[config.mk]
export PLATFORM = sky130hd
export DESIGN_NAME = round_robin_arbiter_4
export DESIGN_NICKNAME = d
export VERILOG_FILES = /design/src/rtl/round_robin_arbiter_4_pkg.sv /design/src/rtl/round_robin_arbiter_4_decoder.sv /design/src/rtl/round_robin_arbiter_4.sv
export SDC_FILE = /design/constraint.sdc
export NUM_CORES = 1
export LEC_CHECK = 0
export BUFFER_PORTS_ARGS = -buffer_cell sky130_fd_sc_hd__buf_4
export CORE_MARGIN = 1
export CORE_UTILIZATION = 30
export CTS_BUF_LIST = sky130_fd_sc_hd__clkbuf_4 sky130_fd_sc_hd__clkbuf_8
export CTS_CLUSTER_DIAMETER = 60
export CTS_CLUSTER_SIZE = 30
export DETAILED_ROUTE_END_ITERATION = 10
export PLACE_DENSITY = 0.51
export SYNTH_ARGS = -nofsm -noshare
export SYNTH_HDL_FRONTEND = slang
export SYNTH_HIERARCHICAL = 1
export SYNTH_SLANG_ARGS = --single-unit
[constraint.sdc]
create_clock -name CLK -period 4 [get_ports CLK]
set_input_delay 0.8 -clock CLK [delete_from_list [all_inputs] [get_ports CLK]]
set_output_delay 0.8 -clock CLK [all_outputs]
set_load 0.01 [all_outputs]
[src/rtl/round_robin_arbiter_4_pkg.sv]
// Shared types, constants and the rotate-priority pick used by the
// four-way round-robin arbiter.
package round_robin_arbiter_4_pkg;

  localparam int NUM_REQ = 4;

  typedef enum logic {
    ST_IDLE = 1'b0,
    ST_BUSY = 1'b1
  } arb_state_t;

  // Returns the first set candidate bit scanning ptr, ptr+1, ... mod 4.
  // The scan runs from the farthest offset down so the nearest one wins.
  function automatic logic [1:0] rr_pick(input logic [NUM_REQ-1:0] cand,
                                         input logic [1:0]         ptr);
    logic [1:0] idx;
    rr_pick = ptr;
    for (int i = NUM_REQ - 1; i >= 0; i--) begin
      idx = ptr + 2'(i);
      if (cand[idx]) rr_pick = idx;
    end
  endfunction

endpackage

[src/rtl/round_robin_arbiter_4_decoder.sv]
// 2-to-4 enable decoder; turns the registered owner index into the
// one-hot grant vector.
module decoder_2_to_4 (
  input  logic EN,
  input  logic A1,
  input  logic A0,
  output logic D3,
  output logic D2,
  output logic D1,
  output logic D0
);

  assign D0 = EN & ~A1 & ~A0;
  assign D1 = EN & ~A1 &  A0;
  assign D2 = EN &  A1 & ~A0;
  assign D3 = EN &  A1 &  A0;

endmodule

[src/rtl/round_robin_arbiter_4.sv]
// Four-requester round-robin arbiter with a per-tenure hold limit; a
// requester cut off by the limit is masked until it drops its request.
module round_robin_arbiter_4
  import round_robin_arbiter_4_pkg::*;
#(
  parameter int HOLD_MAX = 8,  // >= 1
  parameter int CNT_W    = 4   // 2**CNT_W > HOLD_MAX
) (
  input  logic               CLK,
  input  logic               RST,
  input  logic [NUM_REQ-1:0] REQ,
  output logic [NUM_REQ-1:0] GNT,
  output logic               VALID,
  output logic [1:0]         OWNER,
  output logic               TIMEOUT,
  output arb_state_t         state_dbg
);

  arb_state_t         state;
  logic [1:0]         owner;
  logic [1:0]         ptr;
  logic [NUM_REQ-1:0] mask;
  logic [CNT_W-1:0]   hold_cnt;
  logic               timeout;

  logic [NUM_REQ-1:0] cand;
  logic [1:0]         pick;
  logic               at_limit;

  assign cand     = REQ & ~mask;
  assign pick     = rr_pick(cand, ptr);
  assign at_limit = (hold_cnt == CNT_W'(HOLD_MAX - 1));

  always_ff @(posedge CLK) begin
    if (RST) begin
      state    <= ST_IDLE;
      owner    <= 2'd0;
      ptr      <= 2'd0;
      mask     <= '0;
      hold_cnt <= '0;
      timeout  <= 1'b0;
    end else begin
      // A requester that lets go of REQ earns back its eligibility.
      mask <= mask & REQ;
      case (state)
        ST_IDLE: begin
          timeout <= 1'b0;
          if (|cand) begin
            owner    <= pick;
            ptr      <= pick + 2'd1;
            hold_cnt <= '0;
            state    <= ST_BUSY;
          end
        end
        ST_BUSY: begin
          hold_cnt <= hold_cnt + 1'b1;
          if (!REQ[owner]) begin
            state   <= ST_IDLE;
            timeout <= 1'b0;
          end else if (at_limit) begin
            state       <= ST_IDLE;
            timeout     <= 1'b1;
            mask[owner] <= 1'b1;
          end
        end
      endcase
    end
  end

  assign VALID     = (state == ST_BUSY);
  assign OWNER     = owner;
  assign TIMEOUT   = timeout;
  assign state_dbg = state;

  decoder_2_to_4 u_dec (
    .EN (VALID),
    .A1 (owner[1]),
    .A0 (owner[0]),
    .D3 (GNT[3]),
    .D2 (GNT[2]),
    .D1 (GNT[1]),
    .D0 (GNT[0])
  );

  a_gnt_onehot: assert property (@(posedge CLK) disable iff (RST) $onehot0(GNT));
  a_valid_gnt:  assert property (@(posedge CLK) disable iff (RST) VALID == (|GNT));

endmodule

==> results.yml <==
grt:
  met3_usage_pct: 2.61
  antenna_found_initial: 0
  grt_pass1_wl_um: 2630
  vias_in_the_first_global_route: 567
  overflow: 0
  met1_usage_pct: 18.8
  grt-busiest-layer: "met2"
  track_usage_pct: 13.2
  grt_start_max_net_pins: 15
  grt_use_met2_pct: 19.2
drt:
  drtAntennaViolNets: 0
  vias_per_cell: 5.22
  num_vias: 678
  drt_pass1_iterations: 4
  wl_per_cell_um: 12.2
  detail_route.iter0.violations: 19
  finalWirelength_um: 1590
  drc: 0
clock_tree:
  cts_resized: 0
  postCtsSetupRepairBufs: 0
  clk_transition_reported_paths_ns: 0.09
  cts_max_level: 1
  clock-root-buffer: "sky130_fd_sc_hd__clkbuf_4"
  tritoncts.num_buffers: 3
  worst_skew_pair.late_latency_ns: 0.28
  cts_num_sinks: 14
  tritoncts: "built"
  cts_buffer_depth: 2
  post_cts_hold_buffer_count: 0
place:
  placed_cells: 126
  port-buffer-count: 14
  hpwl_um: 1190
  place_area_um2: 886
  routabilityCongestion: 0.807
floorplanning:
  start_util_pct: 33.0
  design.core.area_um2: 2320
  boundaryPins: 15
  horizontal_die_dimension_um: 52.5
  die-area_um2: 2760
  placement_rows: 17
  die_h_um: 52.5
critical_path:
  cp_num_cells: 2
  worst_ep_arrival_time_ns: 1.22
  cpMaxStageDelayCell: "sky130_fd_sc_hd__dfxtp_1"
  r2r_cells: 5
  worst-path-max-fanout: 11
  critPathBufInv: 1
  cp-end-kind: "output pin"
  critical_path.top_delay_family: "flip-flops"
  critical_path_required_ns: 3.20
  cp_slowest_stage_delay_ns: 0.57
  path_class: "flip-flop to output pin"
  worstPathCellList: "and3b_1 > buf_4"
  critical_path.startpoint_type: "flip-flop"
yosys:
  synth_cell_types: 35
  number_of_enable_type_register_cells_in_the_synthesized_netlist: 0
  syn_inst: 88
  synth.ff_latch_count: 14
  top_flip_flop_cell_by_instance_count_after_synthesis: "sky130_fd_sc_hd__dfxtp_1"
  synth_async_sr_flop_share_pct: 0
  yosys_warnings: 6
  postSynthNetCount: 95
  syn-cell-area_um2: 766
  seq_area_frac_synth_pct: 36.6
  synth_area_per_cell_um2: 8.70
worst_hold_path:
  min_delay_path_depth: 1
  hold_path_class: "flip-flop to flip-flop"
pwr:
  vdd_drop_max_uv: 156
  cellLeakagePower_uw: 0.000426
  power.density_nw_per_um2: 366
sta:
  relSlewSlack_pct: 64.7
  hold_violations: 0
  setup_violations: 0
  hold_slack_final_ns: 0.510
  final.min_clock_period_ns: 2.02
  fin_tns_setup_ns: 0
  worstMarginPinSlew_ns: 0.529
  clock_skew_ns: 0.000457
  grt_setup_unrepaired: "false"
  post-route-period-util_pct: 50.5
  timing_max_transition_violations_final: 0
  clock.fmax_mhz: 495
cells_and_area:
  layoutNonFillerInstCount: 130
  register_area_um2: 280
  fin_area_um2: 922
  multi_input_combinational_cell_area_um2: 450
  post_route_cells_drive_above_1_share_pct: 25.5
  num_antenna_cells: 0
  finalNetCount: 110
  finish.utilization_pct: 39.8
  n_fill_cell: 249
  area_growth_pct: 20.4
status:
  outcome: "finished, final reports clean"
job:
  drv.max_cap_violation_count: 0
==> cells by family after synthesis <==
logic type,share of synthesized area (%)
compound gates,19.0
simple gates,31.5
xor+xnor,1.14
flops,36.6
buf+inv,4.57
fa+ha+maj,1.63
mux,5.56
==> final timing paths <==
kind / startpoint / endpoint / slack, ns
hold / removal: mask[0] / mask[0] / 0.51
setup reg to reg: ptr[1] / ptr[1] / 2.38
setup / recovery: OWNER[1] / GNT[1] / 1.98
hold reg to reg: mask[0] / mask[0] / 0.51
==> state kept, by name (all words and copies together) (netlist names) <==
name,flops
ptr,2
mask,4
VALID,1
hold_cnt,4
OWNER,2
TIMEOUT,1
==> cells in the final DEF, fill, tap and decap left out, types with 2 or more instances in the layout <==
cell type                  synthesis  layout
sky130_fd_sc_hd__nor2_1            8       8
sky130_fd_sc_hd__nand2b_4          2       2
sky130_fd_sc_hd__a21oi_1           8       8
sky130_fd_sc_hd__nand3_1           2       2
sky130_fd_sc_hd__and2_1            2       2
sky130_fd_sc_hd__buf_4             1      14
sky130_fd_sc_hd__inv_1             4       4
sky130_fd_sc_hd__and3b_1           3       3
sky130_fd_sc_hd__nand4_1           2       2
sky130_fd_sc_hd__nor3_1            3       3
sky130_fd_sc_hd__nor3b_1           3       3
sky130_fd_sc_hd__o21ai_0           3       3
sky130_fd_sc_hd__dfxtp_1          14      14
sky130_fd_sc_hd__nor2b_1           2       2
sky130_fd_sc_hd__o211a_1           2       2
sky130_fd_sc_hd__clkbuf_4          0       3
sky130_fd_sc_hd__a31oi_1           2       2
sky130_fd_sc_hd__mux2i_1           2       2
sky130_fd_sc_hd__o22ai_1           4       4
sky130_fd_sc_hd__nand2_1           4       4
==> Yosys cell counts (2+ instances only) <==
| cell | n | area share, % |
|---|---|---|
| sky130_fd_sc_hd__nor3b_1 | 3 | 2.9 |
| sky130_fd_sc_hd__a21oi_1 | 8 | 5.2 |
| sky130_fd_sc_hd__nor2_1 | 8 | 3.9 |
| sky130_fd_sc_hd__nor2b_1 | 2 | 1.6 |
| sky130_fd_sc_hd__nand2b_4 | 2 | 3.6 |
| sky130_fd_sc_hd__and3b_1 | 3 | 3.4 |
| sky130_fd_sc_hd__nand2_1 | 4 | 2.0 |
| sky130_fd_sc_hd__a31oi_1 | 2 | 1.6 |
| sky130_fd_sc_hd__inv_1 | 4 | 2.0 |
| sky130_fd_sc_hd__o21ai_0 | 3 | 2.0 |
| sky130_fd_sc_hd__nand4_1 | 2 | 1.6 |
| sky130_fd_sc_hd__clkbuf_1 | 2 | 0.98 |
| sky130_fd_sc_hd__dfxtp_1 | 14 | 37 |
| sky130_fd_sc_hd__o22ai_1 | 4 | 3.3 |
| sky130_fd_sc_hd__o211a_1 | 2 | 2.6 |
| sky130_fd_sc_hd__nor3_1 | 3 | 2.0 |
| sky130_fd_sc_hd__mux2i_1 | 2 | 2.6 |
| sky130_fd_sc_hd__and2_1 | 2 | 1.6 |
| sky130_fd_sc_hd__nand3_1 | 2 | 1.3 |
==> metrics by stage <==
stage	total power (uW)	worst slack (ns)
finish	337	1.98
global route	358	1.88
CTS	339	1.97
floorplan	211	2.09
detailed placement	235	1.88
global placement	234	1.91
==> layer usage <==
| metal | vias up | wire length [um] | part of all wire [%] |
|---|---|---|---|
| met2 | 24 | 701 | 44 |
| met1 | 305 | 787 | 49 |
| met3 | 4 | 75 | 4.7 |
| met5 | - | 0 | 0 |
| met4 | 0 | 27 | 1.7 |
| li1 | 345 | - | - |
==> report_power, final <==
group	internal (uW)	switching, uW
combinational	36.3	30.9
clock	55.4	50.5
sequential	147	17.0
==> final cells by class <==
type,count,share of cell area [%]
timing repair buffer,14,11.4
clock buffer,4,3.93
tap,28,3.80
sequential,14,30.4
inverter,4,1.63
multi-input combinational,66,48.8
No activity file was read; power rests on OpenSTA's default activity.
